$ cat src/rtl/spi_target_ep.sv
// SPI mode-3 target endpoint: oversamples CS/SCK/MOSI on clk, deserialises
// received bytes and serialises bytes from a one-entry holding register.
module spi_target_ep #(
  parameter int unsigned SYNC_STAGES = 2,
  parameter logic [7:0]  FILL_BYTE   = 8'hFF
) (
  input  logic        clk,
  input  logic        reset_n,
  input  logic        spi_cs_b,
  input  logic        spi_sck,
  input  logic        spi_mosi,
  output logic        spi_miso,
  output logic [7:0]  rx_data,
  output logic        rx_valid,
  output logic        rx_first,
  input  logic [7:0]  tx_data,
  input  logic        tx_put,
  output logic        tx_free,
  output logic        xfr_active,
  output logic        xfr_end,
  output logic        xfr_partial,
  output logic [15:0] byte_count,
  output logic        err_underrun,
  output logic        err_tx_drop,
  input  logic        err_clear
);

  localparam logic [1:0] ST_WAIT_DESELECT = 2'd0;
  localparam logic [1:0] ST_IDLE          = 2'd1;
  localparam logic [1:0] ST_ACTIVE        = 2'd2;

  logic [SYNC_STAGES-1:0] r_cs_sync;
  logic [SYNC_STAGES-1:0] r_sck_sync;
  logic [SYNC_STAGES-1:0] r_mosi_sync;
  logic                   r_cs_dly;
  logic                   r_sck_dly;
  logic [SYNC_STAGES:0]   r_flush;

  logic [1:0]  r_state;
  logic [2:0]  r_bit_cnt;
  logic [7:0]  r_rx_shift;
  logic [7:0]  r_rx_data;
  logic        r_rx_valid;
  logic        r_rx_first;
  logic        r_first;
  logic [15:0] r_byte_count;
  logic [7:0]  r_tx_shift;
  logic        r_miso;
  logic        r_xfr_end;
  logic        r_xfr_partial;
  logic [7:0]  r_hold;
  logic        r_tx_free;
  logic        r_err_underrun;
  logic        r_err_tx_drop;

  logic       w_cs;
  logic       w_sck;
  logic       w_mosi;
  logic       w_cs_rise;
  logic       w_cs_fall;
  logic       w_sck_rise;
  logic       w_sck_fall;
  logic       w_active;
  logic       w_fall_act;
  logic       w_rise_act;
  logic       w_load;
  logic       w_load_hold;
  logic       w_load_bypass;
  logic       w_load_fill;
  logic [7:0] w_load_byte;
  logic       w_sync_ready;

  // Input synchronisers plus one delay stage on CS/SCK for edge detection
  always_ff @(posedge clk or negedge reset_n) begin
    if (!reset_n) begin
      r_cs_sync   <= '1;
      r_sck_sync  <= '1;
      r_mosi_sync <= '0;
      r_cs_dly    <= 1'b1;
      r_sck_dly   <= 1'b1;
      r_flush     <= '0;
    end else begin
      r_cs_sync   <= {r_cs_sync[SYNC_STAGES-2:0], spi_cs_b};
      r_sck_sync  <= {r_sck_sync[SYNC_STAGES-2:0], spi_sck};
      r_mosi_sync <= {r_mosi_sync[SYNC_STAGES-2:0], spi_mosi};
      r_cs_dly    <= r_cs_sync[SYNC_STAGES-1];
      r_sck_dly   <= r_sck_sync[SYNC_STAGES-1];
      r_flush     <= {r_flush[SYNC_STAGES-1:0], 1'b1};
    end
  end

  assign w_cs       = r_cs_sync[SYNC_STAGES-1];
  assign w_sck      = r_sck_sync[SYNC_STAGES-1];
  assign w_mosi     = r_mosi_sync[SYNC_STAGES-1];
  assign w_cs_rise  = w_cs & ~r_cs_dly;
  assign w_cs_fall  = ~w_cs & r_cs_dly;
  assign w_sck_rise = w_sck & ~r_sck_dly;
  assign w_sck_fall = ~w_sck & r_sck_dly;

  // The synchronisers reset to "deselected", so CS is only trusted once the
  // chain has refilled from the pin; otherwise a reset with CS held low would
  // leave WAIT_DESELECT immediately and decode the tail of the old frame.
  assign w_sync_ready = r_flush[SYNC_STAGES];

  assign w_active      = (r_state == ST_ACTIVE);
  assign w_fall_act    = w_active & ~w_cs_rise & w_sck_fall;
  assign w_rise_act    = w_active & ~w_cs_rise & w_sck_rise;
  assign w_load        = w_fall_act & (r_bit_cnt == 3'd0);
  assign w_load_hold   = w_load & ~r_tx_free;
  assign w_load_bypass = w_load & r_tx_free & tx_put;
  assign w_load_fill   = w_load & r_tx_free & ~tx_put;
  assign w_load_byte   = !r_tx_free ? r_hold : (tx_put ? tx_data : FILL_BYTE);

  // Transfer FSM, receive deserialiser and transmit serialiser
  always_ff @(posedge clk or negedge reset_n) begin
    if (!reset_n) begin
      r_state       <= ST_WAIT_DESELECT;
      r_bit_cnt     <= '0;
      r_rx_shift    <= '0;
      r_rx_data     <= '0;
      r_rx_valid    <= 1'b0;
      r_rx_first    <= 1'b0;
      r_first       <= 1'b0;
      r_byte_count  <= '0;
      r_tx_shift    <= '0;
      r_miso        <= 1'b1;
      r_xfr_end     <= 1'b0;
      r_xfr_partial <= 1'b0;
    end else begin
      r_rx_valid <= 1'b0;
      r_xfr_end  <= 1'b0;
      case (r_state)
        ST_WAIT_DESELECT: begin
          r_miso <= 1'b1;
          if (w_sync_ready && w_cs) r_state <= ST_IDLE;
        end
        ST_IDLE: begin
          r_miso <= 1'b1;
          if (w_cs_fall) begin
            r_state      <= ST_ACTIVE;
            r_bit_cnt    <= '0;
            r_byte_count <= '0;
            r_first      <= 1'b1;
          end
        end
        ST_ACTIVE: begin
          if (w_cs_rise) begin
            r_state       <= ST_IDLE;
            r_xfr_end     <= 1'b1;
            r_xfr_partial <= (r_bit_cnt != 3'd0);
            r_bit_cnt     <= '0;
            r_miso        <= 1'b1;
          end else begin
            if (w_sck_fall) begin
              if (r_bit_cnt == 3'd0) begin
                r_tx_shift <= w_load_byte;
                r_miso     <= w_load_byte[7];
              end else begin
                r_tx_shift <= {r_tx_shift[6:0], 1'b0};
                r_miso     <= r_tx_shift[6];
              end
            end
            if (w_sck_rise) begin
              r_rx_shift <= {r_rx_shift[6:0], w_mosi};
              r_bit_cnt  <= r_bit_cnt + 3'd1;
              if (r_bit_cnt == 3'd7) begin
                r_rx_data  <= {r_rx_shift[6:0], w_mosi};
                r_rx_valid <= 1'b1;
                r_rx_first <= r_first;
                r_first    <= 1'b0;
                if (r_byte_count != 16'hFFFF) r_byte_count <= r_byte_count + 16'd1;
              end
            end
          end
        end
        default: r_state <= ST_WAIT_DESELECT;
      endcase
    end
  end

  // Transmit holding register: filled by tx_put, emptied by a falling-edge load
  always_ff @(posedge clk or negedge reset_n) begin
    if (!reset_n) begin
      r_hold    <= '0;
      r_tx_free <= 1'b1;
    end else begin
      if (w_load_hold) begin
        r_tx_free <= 1'b1;
      end else if (tx_put && r_tx_free && !w_load_bypass) begin
        r_hold    <= tx_data;
        r_tx_free <= 1'b0;
      end
    end
  end

  // Sticky error flags; a new set event wins over err_clear
  always_ff @(posedge clk or negedge reset_n) begin
    if (!reset_n) begin
      r_err_underrun <= 1'b0;
      r_err_tx_drop  <= 1'b0;
    end else begin
      if (w_load_fill)    r_err_underrun <= 1'b1;
      else if (err_clear) r_err_underrun <= 1'b0;
      if (tx_put && !r_tx_free) r_err_tx_drop <= 1'b1;
      else if (err_clear)       r_err_tx_drop <= 1'b0;
    end
  end

  assign spi_miso     = r_miso;
  assign rx_data      = r_rx_data;
  assign rx_valid     = r_rx_valid;
  assign rx_first     = r_rx_first;
  assign tx_free      = r_tx_free;
  assign xfr_active   = w_active;
  assign xfr_end      = r_xfr_end;
  assign xfr_partial  = r_xfr_partial;
  assign byte_count   = r_byte_count;
  assign err_underrun = r_err_underrun;
  assign err_tx_drop  = r_err_tx_drop;

endmodule

$ cat config.mk
export PLATFORM = sky130hd
export DESIGN_NAME = spi_target_ep
export DESIGN_NICKNAME = d
export VERILOG_FILES = /design/src/rtl/spi_target_ep.sv
export SDC_FILE = /design/constraint.sdc
export NUM_CORES = 1
export LEC_CHECK = 0
export ABC_AREA = 1
export CAP_MARGIN = 15
export CORE_MARGIN = 10
export CORE_UTILIZATION = 54
export CTS_CLUSTER_SIZE = 30
export DETAILED_ROUTE_END_ITERATION = 6
export PLACE_DENSITY = 0.79
export SETUP_SLACK_MARGIN = 0.4
export SLEW_MARGIN = 40
export SYNTH_ARGS = -nofsm -noshare
export SYNTH_HDL_FRONTEND = slang
export SYNTH_SLANG_ARGS = --single-unit
export TNS_END_PERCENT = 10
$ cat constraint.sdc
create_clock -name clk -period 2.1 [get_ports clk]
set_input_delay 0.315 -clock clk [delete_from_list [all_inputs] [get_ports clk]]
set_output_delay 0.315 -clock clk [all_outputs]
set_load 0.01 [all_outputs]
==> results of run 1 <==
-- sequential cells by signal (all words and copies together) (netlist names), 3 cells and up --
register / cells
byte_count: 16
r_bit_cnt: 3
r_flush: 3
r_hold: 8
r_rx_shift: 7
r_tx_shift: 7
rx_data: 8
-- worst register-to-register path, stage by stage (launching register included) --
cell,delay (ns)
dfrtp_1,0.37
ha_2,0.22
ha_4,0.16
inv_4,0.05
nand2_2,0.10
nand3_4,0.08
nor2_4,0.15
nand2_4,0.09
nor2_4,0.20
clkbuf_16,0.18
nand2_1,0.05
nand2_1,0.06
-- per-layer routing --
layer,up-vias,GRT usage
met3,24,0.04539
met1,1396,0.1863
met4,0,0.07497
li1,1386,-
met2,106,0.2305
met5,-,0
-- area by class of cell --
type	count	area [um2]
flip-flops and latches	71	1788
fillers	380	1441
clock inverters	7	127.6
clock buffers	9	123.9
multi-input cells	254	1438
inverters	45	171.4
well taps	75	93.84
repair buffers	81	807.0
-- power groups by stage --
stage,logic (mW),clock network (mW),registers (mW)
5_1_grt,2.21,1.46,1.87
4_1_cts,1.59,1.39,1.83
3_3_place_gp,1.44,0,1.85
6_report,2.03,1.38,1.84
3_5_place_dp,1.50,0,1.87
2_1_floorplan,1.03,0,1.84
-- placed cells by master (no fill, tap or decap), drive strengths merged, types with 4 or more instances in the layout --
cell type      count
a21oi             19
buf               33
clkbuf            10
clkdlybuf4s50     44
dfrtp             63
dfstp              8
ha                 9
inv               48
nand2            107
nand3             19
nor2              40
o21ai             29
o221ai             7
o22ai              5
xnor2              4
-- worst paths after layout --
kind,to,depth (start not counted)
hold / removal,r_cs_sync[1],0
setup reg to reg,byte_count[7],11
hold reg to reg,r_cs_sync[1],0
setup / recovery,tx_free,1
max in group asynchronous,spi_miso,3
min in group asynchronous,byte_count[9],3
-- logic make-up (layout without fill, tap and decap cells) --
group                      count (synthesis)  in the layout
AOI/OAI and AO/OA                         65             65
xor gates and xnor gates                   7              7
adders and majority gates                  9              9
buffers and inverters                     53            142
DFF                                       71             71
muxes                                      1              1
other                                      1              1
and+or+nand+nor                          171            171
-- through the flow --
| stage | instances | util | area, um2 | setup WS [ns] | power (mW) |
|---|---|---|---|---|---|
| 3_5_place_dp | 497 | 0.6552 | 3925 | 0.08692 | 3.364 |
| 2_1_floorplan | 378 | - | 3367 | 0.4402 | 2.867 |
| 6_report | 542 | 0.7594 | 4549 | 0.3508 | 5.243 |
| 3_3_place_gp | 497 | 0.6552 | 3925 | 0.2163 | 3.291 |
| 4_1_cts | 521 | 0.7112 | 4260 | 0.2715 | 4.807 |
| 5_1_grt | 542 | 0.7594 | 4549 | 0.2914 | 5.539 |
-- what timing repair did --
action,4_1_cts,5_1_grt
cloned,0,1
hold endpoints to repair,26,0
endpoints found under the setup margin,46,46
pin swaps,1,12
hold buffers,1,0
setup buffers,7,20
gates resized for setup,3,29
==> metrics.md, run 1 <==
| Metric | Value |
|---|---|
| Worst Path Required | `1.78 ns` |
| Ys async rst share | `1.000` |
| Adder-Cell Fraction of Synth Area | `0.03347` |
| Inserted Diodes | `0` |
| CP cell instances | `clkdlybuf4s50_1` |
| Clock transition at the registers of the reported paths | `0.08 ns` |
| Max clock buf depth | `2` |
| Final Skew | `0.009352 ns` |
| Max-cap violation count | `0` |
| Area contributors post-synth | `dfrtp_1 (47%), nand2_1 (11%), dfstp_2 (6.2%)` |
| Max-slew violation count | `0` |
| Die area | `9788 um2` |
| Starting density of the core | `0.5616` |
| Worst-path fanout max | `2` |
| Final setup fails | `0` |
| Synth warnings | `0` |
| Via count | `2912` |
| Net Switching | `1.866 mW` |
| Post-route ant nets | `0` |
| Synth top area share | `0.4686` |
| I/O Pins | `48` |
| Synth cell count leaders | `nand2_1 (100), dfrtp_1 (63), inv_1 (44), nor2_1 (34), o21ai_0 (25)` |
| Worst r2r src | `r_bit_cnt[0]` |
| Total wire length | `8472 um` |
| Vias per cell | `5.373` |
| Syn Nets | `402` |
| CP Buf/Inv Count | `1` |
| RSZ-0062 raised after global routing | `yes` |
| Slowest Stage Delay on Critical Path | `0.54 ns` |
| Cell Int Power | `3.377 mW` |
| Main combinational cell family by area after synthesis | `simple AND/OR/NAND/NOR gates` |
| Crit path launch | `tx_free` |
| Switching fraction of total power | `0.3559` |
| Min cycle time layout | `1.749 ns` |
| FF-to-FF setup slack | `0.36 ns` |
| CTS tree | `yes` |
| Sequential fraction of the synthesis area | `0.5311` |
| Status | `finished, final reports clean` |
| GRT Residual Overflow | `0` |
| LEAKAGE | `2.177 nW` |
| Vias in the first global route | `2641` |
| DR iter-0 viols | `202` |
| Uppermost layer routed | `met4` |
| Met3 wire len | `506 um` |
| DRC violations left | `0` |
| Core Region | `5991 um2` |
| Yosys reg bits | `71` |
| DR WL met2 | `4257 um` |
| Comb power frac | `0.387` |
| Clock insertion delay at the later pin of the skew report | `0.36 ns` |
| Max Fclk | `0.5717 GHz` |
| Final #Nets | `486` |
| Critical Path Source Type | `flip-flop` |
| Clock buffer count from CTS | `9` |
| Synth Area per Inst | `8.901 um2` |
| VDD IR max | `728.4 uV` |
| Share of layout cells above drive strength 1 | `0.2056` |
| Input/output buffers | `47` |
| Synth Area in XOR/XNOR | `0.01822` |
| Ys flop type | `dfrtp_1` |
| Post-synthesis compound-gate area fraction | `0.1142` |
| GRT Total Usage | `0.1498` |
| Fin crit share | `0.8329` |
| Critical path endpoint category | `output port` |
| DR pass1 iterations | `5` |
| Cell Area, Synth | `3364 um2` |
| Area Overhead vs Synth | `35.22%` |
| Post-Synth Simple-Gate Area | `0.2298` |
| Count leader, synth | `nand2_1` |
| Hold Path Origin | `r_cs_sync[0]` |
| Clk root buf | `clkbuf_8` |
| Crit path kind | `flip-flop to output port` |
| M1 wire length | `3467 um` |
| Critical path's top delay family | `flip-flops` |
| Antenna violations before repair | `0` |
| Final GP Congestion | `0.8650` |
| Setup_tns | `0 ns` |
| Hold Path Class | `flip-flop to flip-flop` |
| Hold WS | `0.3578 ns` |
| Clock power frac | `0.263` |
| Clock Sinks | `71` |
| Pin count of the biggest net entering global routing | `72` |
| Count of cell types in the netlist | `37` |
| First-pass GRT wire length | `12210 um` |
| Final Hold Fails | `0` |
| EDFF count, synth | `0` |
| Mux share of post-synthesis cell area | `0.002975` |
| Die X | `98.94 um` |
| Die H | `98.94 um` |
| Crit path arrival time | `1.43 ns` |
| Routed wire per std cell | `15.63 um` |
| # rows | `28` |
| Synth area leader | `dfrtp_1` |
| Mapped Cells | `378` |
| PD cells | `1152 nW/um2` |
| DP Wirelength | `4991 um` |
| Slowest cell on crit path | `dfstp_2` |
| Share of power burned in registers | `0.350` |
| CTS H-tree depth | `3` |
Note: power is estimated with default switching activity, not from simulation.
==> run 2, diff against run 1 <==
- clock period: 2.1 -> 1.65 ns (I/O delays scaled with it)
==> run 2 against run 1 <==
  * Cell area rose by 3.9%
  * First-iteration DRC count down 11%
  * Global-route usage up 3.0 points
  * Utilization is 3.0 points higher
  * Final cell count increased by 3.9%
  * Worst hold slack lost 0.056 ns
  * Highest routed layer unchanged
  * Sequential power is 27% higher
  * Largest power group unchanged
==> metrics.md, run 2 (synthesized netlist as in run 1, its figures left out) <==
| Metric | Value |
|---|---|
| Critical Path Source Type | `flip-flop` |
| Worst-path fanout max | `3` |
| Antenna violations before repair | `0` |
| I/O Pins | `48` |
| Die X | `98.94 um` |
| Critical path endpoint category | `flip-flop` |
| Clock buffer count from CTS | `9` |
| DP Wirelength | `4994 um` |
| Post-route ant nets | `0` |
| DR pass1 iterations | `5` |
| VDD IR max | `1046 uV` |
| Die area | `9788 um2` |
| RSZ-0062 raised after global routing | `yes` |
| Max clock buf depth | `2` |
| Hold WS | `0.3022 ns` |
| Fin util | `0.7893` |
| Crit path kind | `flip-flop to flip-flop` |
| Register area | `1790 um2` |
| Fillers | `377` |
| Net Switching | `2.401 mW` |
| First-pass GRT wire length | `14590 um` |
| CTS tree | `yes` |
| Hold Path Class | `input port to flip-flop` |
| Routed wire per std cell | `16.20 um` |
| Most frequent cells in the layout | `nand2_1 (94), dfrtp_1 (60), inv_1 (41), buf_4 (41), nor2_1 (31)` |
| Status | `finished, final reports clean` |
| Switching fraction of total power | `0.3627` |
| Clock power frac | `0.222` |
| Final #Nets | `507` |
| Clock Sinks | `71` |
| Finished Layout Cells | `563` |
| Design area | `4728 um2` |
| Max-slew violation count | `0` |
| Pin count of the biggest net entering global routing | `72` |
| # rows | `28` |
| GRT Residual Overflow | `0` |
| Clock transition at the registers of the reported paths | `0.08 ns` |
| Starting density of the core | `0.5616` |
| Min cycle time layout | `1.626 ns` |
| PD cells | `1400 nW/um2` |
| Vias per cell | `5.460` |
| LEAKAGE | `2.487 nW` |
| Clock insertion delay at the later pin of the skew report | `0.35 ns` |
| CTS H-tree depth | `3` |
| Total power | `6.620 mW` |
| Max-cap violation count | `0` |
| Final Hold Fails | `0` |
| Max Fclk | `0.6151 GHz` |
| Max reg flops | `16` |
| Total wire length | `9123 um` |
| Fin crit share | `0.9853` |
| Final Skew | `0.01010 ns` |
| Core Region | `5991 um2` |
| Area of the multi-input gates | `1523 um2` |
| Worst Slack Setup Final | `0.02421 ns` |
| Share of power burned in registers | `0.354` |
| GRT Total Usage | `0.1798` |
| DP Worst Slack | `-0.05206 ns` |
| Final GP Congestion | `0.8668` |
| Final setup fails | `0` |
| Placed inst area | `4038 um2` |
| Input/output buffers | `47` |
| Cell Int Power | `4.219 mW` |
| Placed Cells | `511` |
| Comb power frac | `0.424` |
| Vias in the first global route | `3072` |
| Area Overhead vs Synth | `40.54%` |
| Most common cell after layout, fill and taps aside | `nand2_1` |
| DR iter-0 viols | `180` |
| Die H | `98.94 um` |
| Setup_tns | `0 ns` |
| DRC violations left | `0` |
| Via count | `3074` |
| Worst Path Required | `1.94 ns` |
| Crit path arrival time | `1.92 ns` |
| Inserted Diodes | `0` |
| Share of layout cells above drive strength 1 | `0.2848` |
| Clk root buf | `clkbuf_8` |
[run 2: power by group through the flow]
stage / combinational (mW) / sequential [mW] / clock [mW]
detailed placement: 1.95 / 2.36 / 0
CTS: 2.44 / 2.33 / 1.49
global placement: 1.91 / 2.34 / 0
finish: 2.81 / 2.34 / 1.47
global route: 3.07 / 2.38 / 1.55
floorplan: 1.34 / 2.34 / 0
[run 2: critical path, stage by stage, from the launching register on]
cell,delay (ns)
dfrtp_1,0.40
buf_4,0.15
ha_2,0.22
nand2_4,0.08
nand2_4,0.07
inv_1,0.16
nand2_1,0.09
nor2_1,0.21
nand2_1,0.12
nand2_1,0.07
[run 2: cell type report]
type,count,share of cell area
clock buffer,13,0.03572
clock inverter,3,0.008468
inverter,45,0.03572
multi-input combinational,255,0.3220
sequential,71,0.3787
tap,75,0.01985
timing repair buffer,101,0.1995
[run 2: worst paths after layout]
check,endpoint,cells after the start,slack (ns),start
worst max-delay path,byte_count[4],9,0.02,r_state[0]
worst min-delay path,r_sck_sync[0],1,0.30,spi_sck
worst max register to register,byte_count[4],9,0.02,r_state[0]
worst min register to register,r_flush[1],0,0.35,r_flush[0]
max in group asynchronous,r_cs_sync[0],3,0.85,reset_n
min in group asynchronous,rx_data[4],3,0.45,reset_n
[run 2: metal layers]
| layer | vias up | share of wire | GRT usage |
|---|---|---|---|
| met3 | 31 | 0.073 | 0.05377 |
| li1 | 1433 | - | - |
| met1 | 1476 | 0.38 | 0.2061 |
| met4 | 0 | 0.036 | 0.09372 |
| met5 | - | 0 | 0 |
| met2 | 134 | 0.51 | 0.2961 |
[run 2: timing repair]
| action | 4_1_cts | 5_1_grt |
|---|---|---|
| setup buffers | 30 | 4 |
| pin swaps | 9 | 5 |
| setup endpoints to repair | 89 | 91 |
| resized for setup | 54 | 59 |
| cloned | 0 | 1 |
| hold buffers | 1 | 0 |
| endpoints found under the hold margin | 63 | 0 |
